File: config.mk
export PLATFORM = sky130hd
export DESIGN_NAME = fpu_comp_arb
export DESIGN_NICKNAME = d
export VERILOG_FILES = /design/src/rtl/fpu_pkg.sv /design/src/rtl/fpuComp16.sv /design/src/rtl/fpu_rr_arb.sv /design/src/rtl/fpu_comp_arb.sv
export SDC_FILE = /design/constraint.sdc
export NUM_CORES = 1
export LEC_CHECK = 0
export CAP_MARGIN = 15
export CORE_MARGIN = 3
export CORE_UTILIZATION = 50
export CTS_BUF_LIST = sky130_fd_sc_hd__clkbuf_4 sky130_fd_sc_hd__clkbuf_8
export DETAILED_ROUTE_END_ITERATION = 6
export DONT_BUFFER_PORTS = 1
export PLACE_DENSITY = 0.64
export SLEW_MARGIN = 20
export SYNTH_ARGS = -nofsm -noshare
export SYNTH_HDL_FRONTEND = slang
export SYNTH_SLANG_ARGS = --single-unit
File: constraint.sdc
create_clock -name clock -period 4.35 [get_ports clock]
set_input_delay 0.6525 -clock clock [delete_from_list [all_inputs] [get_ports clock]]
set_output_delay 0.6525 -clock clock [all_outputs]
set_load 0.02 [all_outputs]
File: src/rtl/fpu_pkg.sv
// Shared fp16 types for the scalar FPU: fp16_t, comparator op codes and
// canonical quiet NaN, plus small classification helpers.
package fpu_pkg;

    typedef struct packed {
        logic       sign;
        logic [4:0] exp;
        logic [9:0] frac;
    } fp16_t;

    typedef enum logic [2:0] {
        CMP_LT  = 3'd0,
        CMP_EQ  = 3'd1,
        CMP_GT  = 3'd2,
        CMP_LE  = 3'd3,
        CMP_GE  = 3'd4,
        CMP_NE  = 3'd5,
        CMP_MIN = 3'd6,
        CMP_MAX = 3'd7
    } cmp_op_t;

    localparam logic [15:0] FP16_QNAN = 16'h7E00;

    function automatic logic isNan(input fp16_t x);
        return (x.exp == 5'h1F) && (x.frac != 10'h000);
    endfunction

    function automatic logic isZero(input fp16_t x);
        return (x.exp == 5'h00) && (x.frac == 10'h000);
    endfunction

endpackage

File: src/rtl/fpuComp16.sv
// Plain fp16 comparator: orders operands as raw sign/magnitude words.
// No zero or NaN special-casing; callers layer that on top.
module fpuComp16
    import fpu_pkg::*;
(
    input  fp16_t a,
    input  fp16_t b,
    output logic  lt,
    output logic  eq,
    output logic  gt
);

    logic [14:0] magA;
    logic [14:0] magB;

    assign magA = {a.exp, a.frac};
    assign magB = {b.exp, b.frac};

    always_comb begin
        eq = (a == b);
        if (a.sign != b.sign) begin
            lt = a.sign;
        end else if (!a.sign) begin
            lt = (magA < magB);
        end else begin
            // Both negative: the larger magnitude is the smaller value
            lt = (magA > magB);
        end
        gt = ~lt & ~eq;
    end

endmodule

File: src/rtl/fpu_rr_arb.sv
// Round-robin arbiter: combinational one-hot grant searched from the pointer,
// pointer moves past the winner only when the grant is actually taken.
module fpu_rr_arb #(
    parameter int NUM_REQ = 4
) (
    input  logic                       clock,
    input  logic                       reset_L,
    input  logic [NUM_REQ-1:0]         req,
    input  logic                       advance,
    output logic [NUM_REQ-1:0]         grant,
    output logic [$clog2(NUM_REQ)-1:0] grantIdx
);

    localparam int ID_W = $clog2(NUM_REQ);

    logic [ID_W-1:0] ptrReg;

    always_comb begin
        int   idx;
        logic found;
        grant    = '0;
        grantIdx = '0;
        found    = 1'b0;
        idx      = 0;
        for (int i = 0; i < NUM_REQ; i++) begin
            idx = int'(ptrReg) + i;
            if (idx >= NUM_REQ) begin
                idx = idx - NUM_REQ;
            end
            if (!found && req[idx]) begin
                found      = 1'b1;
                grant[idx] = 1'b1;
                grantIdx   = ID_W'(idx);
            end
        end
    end

    always_ff @(posedge clock or negedge reset_L) begin
        if (!reset_L) begin
            ptrReg <= '0;
        end else if (advance) begin
            ptrReg <= (grantIdx == ID_W'(NUM_REQ - 1)) ? '0 : grantIdx + 1'b1;
        end
    end

endmodule

File: src/rtl/fpu_comp_arb.sv
// Shares one fpuComp16 among NUM_REQ requesters: round-robin grant, operand
// stage (s1), result stage (s2). NaN awareness is enabled by FPU_CMP_NAN_EN.
module fpu_comp_arb
    import fpu_pkg::*;
#(
    parameter int NUM_REQ = 4,
    parameter int TAG_W   = 4
) (
    input  logic                             clock,
    input  logic                             reset_L,
    input  logic [NUM_REQ-1:0]               req_valid,
    output logic [NUM_REQ-1:0]               req_ready,
    input  logic [NUM_REQ-1:0][15:0]         req_a,
    input  logic [NUM_REQ-1:0][15:0]         req_b,
    input  logic [NUM_REQ-1:0][2:0]          req_op,
    input  logic [NUM_REQ-1:0][TAG_W-1:0]    req_tag,
    output logic                             rsp_valid,
    input  logic                             rsp_ready,
    output logic [$clog2(NUM_REQ)-1:0]       rsp_id,
    output logic [TAG_W-1:0]                 rsp_tag,
    output logic                             rsp_flag,
    output logic [15:0]                      rsp_val,
    output logic                             rsp_unord
);

    localparam int ID_W = $clog2(NUM_REQ);

    logic               s1Valid;
    fp16_t              s1A;
    fp16_t              s1B;
    cmp_op_t            s1Op;
    logic [TAG_W-1:0]   s1Tag;
    logic [ID_W-1:0]    s1Id;

    logic               s1Load;
    logic               s2Load;
    logic               handshake;
    logic [NUM_REQ-1:0] grant;
    logic [ID_W-1:0]    grantIdx;

    logic               rawLt;
    logic               rawEq;
    logic               rawGt;
    logic               bothZero;
    logic               ordLt;
    logic               ordEq;
    logic               ordGt;
    logic               flagNext;
    logic [15:0]        valNext;

    assign s2Load    = s1Valid & (~rsp_valid | rsp_ready);
    assign s1Load    = ~s1Valid | s2Load;
    assign handshake = s1Load & (|req_valid);

    fpu_rr_arb #(.NUM_REQ(NUM_REQ)) arb (
        .clock    (clock),
        .reset_L  (reset_L),
        .req      (req_valid),
        .advance  (handshake),
        .grant    (grant),
        .grantIdx (grantIdx)
    );

    // Held low during reset so nothing is offered while s1 cannot capture it
    generate
        for (genvar gi = 0; gi < NUM_REQ; gi++) begin : g_ready
            assign req_ready[gi] = grant[gi] & s1Load & reset_L;
        end
    endgenerate

    always_ff @(posedge clock or negedge reset_L) begin
        if (!reset_L) begin
            s1Valid <= 1'b0;
            s1A     <= '0;
            s1B     <= '0;
            s1Op    <= CMP_LT;
            s1Tag   <= '0;
            s1Id    <= '0;
        end else if (s1Load) begin
            s1Valid <= handshake;
            if (handshake) begin
                s1A   <= fp16_t'(req_a[grantIdx]);
                s1B   <= fp16_t'(req_b[grantIdx]);
                s1Op  <= cmp_op_t'(req_op[grantIdx]);
                s1Tag <= req_tag[grantIdx];
                s1Id  <= grantIdx;
            end
        end
    end

    fpuComp16 comp (
        .a  (s1A),
        .b  (s1B),
        .lt (rawLt),
        .eq (rawEq),
        .gt (rawGt)
    );

    // +0 and -0 differ only in sign, which the raw comparator orders
    assign bothZero = isZero(s1A) & isZero(s1B);
    assign ordLt    = rawLt & ~bothZero;
    assign ordEq    = rawEq | bothZero;
    assign ordGt    = rawGt & ~bothZero;

`ifdef FPU_CMP_NAN_EN
    logic nanA;
    logic nanB;
    logic unordNext;
    logic unordReg;

    assign nanA = isNan(s1A);
    assign nanB = isNan(s1B);
`endif

    always_comb begin
        flagNext = 1'b0;
        valNext  = '0;
        case (s1Op)
            CMP_LT:  flagNext = ordLt;
            CMP_EQ:  flagNext = ordEq;
            CMP_GT:  flagNext = ordGt;
            CMP_LE:  flagNext = ordLt | ordEq;
            CMP_GE:  flagNext = ordGt | ordEq;
            CMP_NE:  flagNext = ~ordEq;
            CMP_MIN: begin
                flagNext = ~ordGt;
                valNext  = flagNext ? s1A : s1B;
            end
            CMP_MAX: begin
                flagNext = ~ordLt;
                valNext  = flagNext ? s1A : s1B;
            end
            default: flagNext = 1'b0;
        endcase
`ifdef FPU_CMP_NAN_EN
        unordNext = nanA | nanB;
        if (unordNext) begin
            valNext = '0;
            case (s1Op)
                CMP_MIN, CMP_MAX: begin
                    if (nanA && nanB) begin
                        flagNext = 1'b0;
                        valNext  = FP16_QNAN;
                    end else if (nanA) begin
                        flagNext = 1'b0;
                        valNext  = s1B;
                    end else begin
                        flagNext = 1'b1;
                        valNext  = s1A;
                    end
                end
                CMP_NE:  flagNext = 1'b1;
                default: flagNext = 1'b0;
            endcase
        end
`endif
    end

    always_ff @(posedge clock or negedge reset_L) begin
        if (!reset_L) begin
            rsp_valid <= 1'b0;
            rsp_id    <= '0;
            rsp_tag   <= '0;
            rsp_flag  <= 1'b0;
            rsp_val   <= '0;
        end else if (s2Load) begin
            rsp_valid <= 1'b1;
            rsp_id    <= s1Id;
            rsp_tag   <= s1Tag;
            rsp_flag  <= flagNext;
            rsp_val   <= valNext;
        end else if (rsp_ready) begin
            rsp_valid <= 1'b0;
        end
    end

`ifdef FPU_CMP_NAN_EN
    always_ff @(posedge clock or negedge reset_L) begin
        if (!reset_L) begin
            unordReg <= 1'b0;
        end else if (s2Load) begin
            unordReg <= unordNext;
        end
    end

    assign rsp_unord = unordReg;
`else
    assign rsp_unord = 1'b0;
`endif

endmodule

# Word-level counts from Yosys, hierarchy flattened
# Index checks and enable logic that the tools add are counted.
[totals] regBits=68
[op_classes] add_sub_neg=8 order_cmp=15 eq_ne=10 muxes=52 bitwise_logic=30 n_reduce_logical=20
[op_table] operator="greater-or-equal comparator 32 x 1 -> 1 bit, second input constant" count=4
[op_table] operator="less-than comparator 32 x 4 -> 1 bit, second input constant" count=4
[op_table] operator="two-way mux 32 bit" count=4
[op_table] operator="greater-or-equal comparator 32 x 4 -> 1 bit, second input constant" count=3
[op_table] operator="subtractor 32 x 4 -> 32 bit, second input constant" count=3
[op_table] operator="binary-select mux 16 bit (select 2 bit)" count=2
[op_table] operator="two-way mux 16 bit" count=4
[op_table] operator="one-hot mux 16 bit (2 select lines)" count=1
[op_table] operator="zero test 10 bit" count=2
[op_table] operator="two-way mux 4 bit" count=5
[op_table] operator="two-way mux 1 bit" count=19
[op_table] operator="equality test 16 bit" count=1
[op_table] operator="> comparator 15 bit" count=1
[op_table] operator="less-than comparator 15 bit" count=1
[op_table] operator="AND 1 bit" count=14
[op_table] operator="equality test 3 bit, second input constant" count=4
[op_table] operator="bitwise OR 4 bit" count=3
[op_table] operator="zero test 5 bit" count=2
[op_table] operator="two-way mux 2 bit" count=5
[op_table] operator="logical AND 1 bit" count=9
[op_table] operator="binary-select mux 1 bit (select 2 bit)" count=4
[op_table] operator="binary-select mux 4 bit (select 2 bit)" count=1
[op_table] operator="demux 1 bit (select 2 bit)" count=4
[op_table] operator="inverter 1 bit" count=8
[op_table] operator="other kinds (19)" count=27

# Logic depth before layout (Yosys ltp)
[logic_depth] depth_word=17 ltp_mapped=15

# Modules after synthesis
# From an unflattened synthesis, not the netlist that was laid out.
[unflattened] cells_unflattened=390 area_unflattened_um2=4729.5
[modules_own_cells] mod="fpu_comp_arb" n_inst=1 cells_per_inst=263 area_each_um2=3686.0 seq_area_each_um2=1651.6
[modules_own_cells] mod="fpu_rr_arb" n_inst=1 cells_per_inst=64 area_each_um2=596.8 seq_area_each_um2=50.0
[modules_own_cells] mod="fpuComp16" n_inst=1 cells_per_inst=63 area_each_um2=446.7 seq_area_each_um2=0.0

# Worst setup path before layout
# No wires, ideal clock.
[synth_path] kind="flip-flop to flip-flop" start="reg arb.ptrReg[0]" end="reg arb.ptrReg[1]" setup_time_ns=0.129 t_arrival_ns=3.122 required_ns=4.221 path_slack_ns=1.099 stages_incl_launch_ff=15 path_buffers=4 period_less_slack_ns=3.251 cell_sequence="dfrtp_1 -> clkbuf_1 -> inv_1 -> ha_1 -> buf_6 -> mux4_2 -> nor2_2 -> o22ai_2 -> a22oi_4 -> buf_8 -> buf_8 -> inv_1 -> ha_1 -> nand2_1 -> o21ai_0"
[synth_between] elab_chain_cells=17 word_cells_on_any_way=43
[synth_rtl] element="from (decl)" line_no="fpu_rr_arb.sv:16" text="logic [ID_W-1:0] ptrReg;"
[synth_rtl] element="from (signal assigned)" line_no="fpu_rr_arb.sv:42" text="ptrReg <= (grantIdx == ID_W'(NUM_REQ - 1)) ? '0 : grantIdx + 1'b1;"
[synth_rtl] element="branches (longest 14 deep; another with subtractor 32 x 4 -> 32 bit)"
[synth_rtl] element="two-way mux 2 bit (*)" line_no="fpu_rr_arb.sv:30" text="if (!found && req[idx]) begin"
[synth_rtl] element="net arb.grantIdx[1]" line_no="fpu_rr_arb.sv:11" text="output logic [$clog2(NUM_REQ)-1:0] grantIdx"
[synth_rtl] element="adder 2 x 1 -> 2 bit or equality test 2 bit (tied branches)" line_no="fpu_rr_arb.sv:42"
[synth_rtl] element="two-way mux 2 bit (*)" line_no="fpu_rr_arb.sv:42"
# Mark *: on every way through the listed nets, which the timed path passes. The select of a mux whose other input is x is not followed.
# A chain may end at the register's enable or synchronous reset.

# Worst setup path after layout
[layout_path] start="reg arb.ptrReg[0]" end="out req_ready[0]"
[layout_between] elab_chain_cells=17 word_cells_on_any_way=65
[layout_rtl] element="branches (longest 14 deep; another with subtractor 32 x 4 -> 32 bit)"
[layout_rtl] element="two-way mux 4 bit (*)" line_no="fpu_rr_arb.sv:30"
[layout_rtl] element="AND 1 bit (*) (2 in a row)" line_no="fpu_comp_arb.sv:67" text="assign req_ready[gi] = grant[gi] & s1Load & reset_L;"
[layout_rtl] element="to (decl)" line_no="fpu_comp_arb.sv:12" text="output logic [NUM_REQ-1:0] req_ready,"
# Mark *: on every way between the ends. The select of a mux whose other input is x is not followed.

==> results.cfg <==
[finish]
finish.cell_count_without_fillers = 594
n_antenna_cell = 0
final_nets = 648
area_delta_synth_final_pct = 3.15
final_layout_size_suffix_gt1_share_pct = 11.8

[drt]
detailroute.wirelength.met2_mm = 6.14
drt-total-wl_mm = 12.2
routed_wire_length_per_instance_um = 20.5
route.met3.wl_um = 746
first_pass_iters = 4
top_layer = met4
post_drt_antenna_nets = 0
drt_drc_violations_left = 0
num_vias = 3730
route.detailed.vias_per_inst = 6.28
wirelength_met1_mm = 5.20
drt_iter0_markers = 147

[setup_path]
worst_setup_path_start_kind = flip-flop
endpoint = req_ready[0]
cp.required_ns = 3.70
timing.setup.critical_path_class = flip-flop to primary output
critPathCaptureType = primary output
r2r_start = arb.ptrReg[0]
crit_start = arb.ptrReg[0]
r2r_slack_ns = 0.73
depth_of_the_worst_register_to_register_path = 8
path_max_fanout = 16
end_of_the_worst_register_to_register_path = s1A[14]
arrival_time_of_the_worst_setup_path_ns = 3.21

[power_and_ir_drop]
power_per_cell_area_nw_per_um2 = 871
leakagePower_uw = 0.00218
clkPwrFrac_pct = 10.3
combinationalPowerShare_pct = 57.4
max-vdd-ir-drop_mv = 0.705
power_switching_share_pct = 45.7
power.switching_uw = 1960
sequentialPowerShare_pct = 32.2
power.internal_uw = 2330

[die]
pin_count = 192
floorplan.die.height_um = 104
coreArea_um2 = 8980
rows = 34
initial_core_util_pct = 53.1
die-area_um2 = 10700
die_x_um = 104

[grt]
grt_first_pass_wirelength_mm = 19.7
grt_max_degree = 81
antenna_found_initial = 0
first_global_vias = 3860
grt_overflow_total = 0
globalRouteTotalUtil_pct = 22.5

[timing]
layout_worst_path_cycle_share_pct = 88.8
finalClockSkew_ns = 0.00719
final-max-slew-violation-count = 0
maxSlewHeadroom_pct = 34.5
rsz0062_at_grt = no
post-route-min-period_ns = 3.86
hold_viol = 0
setup-tns-final_ns = 0
setup_viol_count_final = 0
worstMarginPinSlew_ns = 0.980
achievable-frequency_ghz = 0.259

[clocking]
clkLatencyLatePin_ns = 0.34
clkTransAtPathRegs_ns = 0.07
tritoncts.num_buffers = 9
clock_tree.htree_level_count = 3
cts_tree = done
cts.repair.resized = 0
cts-root-to-sink-buffers = 2
cts-root-buf = sky130_fd_sc_hd__clkbuf_8
numClockSinks = 68
cts_setup_buffers = 0

[synthesis]
yosys_register_bits = 68
synth_ff_type = sky130_fd_sc_hd__dfrtp_1
post_synth.cell_area_avg_um2 = 9.83
synth_edf_count = 0
mappedNetlistArea_um2 = 4770
synth.distinct_cells = 46
most_numerous_cell_types_in_the_synthesized_netlist = sky130_fd_sc_hd__dfrtp_1 (68), sky130_fd_sc_hd__mux2i_1 (57), sky130_fd_sc_hd__a21oi_1 (51), sky130_fd_sc_hd__o22ai_1 (41), sky130_fd_sc_hd__nand2_1 (30)
post_synthesis_cell_type_with_the_largest_combined_area = sky130_fd_sc_hd__dfrtp_1
synth_cells = 485
ys_top_cells_by_area = sky130_fd_sc_hd__dfrtp_1 (36%), sky130_fd_sc_hd__mux2i_1 (12%), sky130_fd_sc_hd__mux2_2 (6.9%)
post_syn_nets = 668
ys_seq_area_share_pct = 35.7
synthMostInstantiatedCell = sky130_fd_sc_hd__dfrtp_1
asyncSetResetFlopFracSynth_pct = 100
area_share_of_the_leading_cell_type_in_the_synthesized_netlist_pct = 35.7
synthesis.yosys.warnings = 0

[hold_path]
min_path_type = input port to async pin

[place]
gpl.final_weighted_congestion = 0.869
io_buffers = 0
place.detailed.instances = 578
post-dp-hpwl_mm = 8.91

[job]
maxCapViolations = 0

[status]
outcome = finished clean
## power groups by stage
stage / Clock, µW / Sequential (µW) / Combinational (µW)
global placement: 0 / 1380 / 2360
floorplan: 0 / 1220 / 2380
global route: 484 / 1420 / 2750
CTS: 456 / 1390 / 2470
detailed placement: 0 / 1400 / 2440
finish: 443 / 1380 / 2460
## registers in the layout, indices dropped and copies added (netlist names)
name        cells
rsp_valid       1
rsp_flag        1
s1Valid         1
s1A            16
rsp_tag         4
s1Op            3
s1Tag           4
arb.ptrReg      2
rsp_id          2
rsp_val        16
s1Id            2
s1B            16
## cell usage in the layout, fill, tap and decap left out, types with 5 or more instances in the layout
master                     synthesis  layout
sky130_fd_sc_hd__a21oi_1          51      50
sky130_fd_sc_hd__clkbuf_8          0      10
sky130_fd_sc_hd__dfrtp_1          68      68
sky130_fd_sc_hd__ha_1             20      20
sky130_fd_sc_hd__inv_1            24      24
sky130_fd_sc_hd__mux2_1           16      16
sky130_fd_sc_hd__mux2_2           29      29
sky130_fd_sc_hd__mux2i_1          57      57
sky130_fd_sc_hd__nand2_1          30      30
sky130_fd_sc_hd__nand2b_1          5       5
sky130_fd_sc_hd__nand4_1           6       6
sky130_fd_sc_hd__nor2_1           14      13
sky130_fd_sc_hd__nor4_1           12      12
sky130_fd_sc_hd__o21ai_0          27      27
sky130_fd_sc_hd__o22ai_1          41      41
## worst min-delay path by stage
stage	start	endpoint	cells past startpoint
6_report	reset_L	rsp_tag[0]	1
5_1_grt	reset_L	rsp_tag[0]	1
4_1_cts	reset_L	rsp_tag[0]	1
3_5_place_dp	reset_L	rsp_tag[0]	0
3_3_place_gp	reset_L	rsp_tag[0]	0
2_1_floorplan	reset_L	arb.ptrReg[0]	0
## per-stage QoR
stage	worst slack (ns)	total power, µW	util, %	instance area (µm²)	hold slack (ns)
after floorplan	1.10	3590	-	4770	0.357
after global placement	0.889	3740	52.4	4700	0.359
after detailed placement	0.790	3830	52.4	4700	0.359
after CTS	0.531	4310	54.5	4890	0.191
after global routing	0.215	4660	54.8	4920	0.192
final	0.489	4280	54.8	4920	0.193
## area by class of cell
cell class / count / area (µm²)
flip-flops and latches: 68 / 1700
inverters: 24 / 90.1
clock buffers: 11 / 145
fillers: 839 / 4060
repair buffers: 4 / 82.6
multi-input cells: 358 / 2720
clock inverters: 3 / 15.0
well taps: 126 / 158
## timing repair
item | in CTS | in global routing
hold endpoints to repair | 68 | 0
endpoints found under the setup margin | 0 | 0
hold buffers | 1 | 0
## per-layer routing
| layer | vias to the layer above | global-route usage [%] |
|---|---|---|
| li1 | 1775 | - |
| met1 | 1785 | 28.2 |
| met2 | 160 | 39.4 |
| met3 | 10 | 5.35 |
| met4 | 0 | 5.13 |
| met5 | - | 0 |
## kinds of logic after synthesis
family	Yosys count	synth area share, %
multiplexers	105	24.0
XOR/XNOR	1	0.184
adder cells (fa/ha/maj)	20	5.25
buffers and inverters	59	7.53
AND/OR/NAND/NOR	88	9.32
AO/OA/AOI/OAI	143	17.9
other	1	0.0787
flip-flops	68	35.7
## worst max-delay path: stages, from the launching register on
cell and delay, ns:
sky130_fd_sc_hd__dfrtp_1 0.68, sky130_fd_sc_hd__inv_1 0.15, sky130_fd_sc_hd__ha_1 0.48, sky130_fd_sc_hd__mux4_2 0.62, sky130_fd_sc_hd__and2b_1 0.29, sky130_fd_sc_hd__a22oi_1 0.11
sky130_fd_sc_hd__nor2_1 0.14, sky130_fd_sc_hd__a221oi_1 0.07, sky130_fd_sc_hd__nor2_1 0.33
Power figures use the tool's default switching activity.
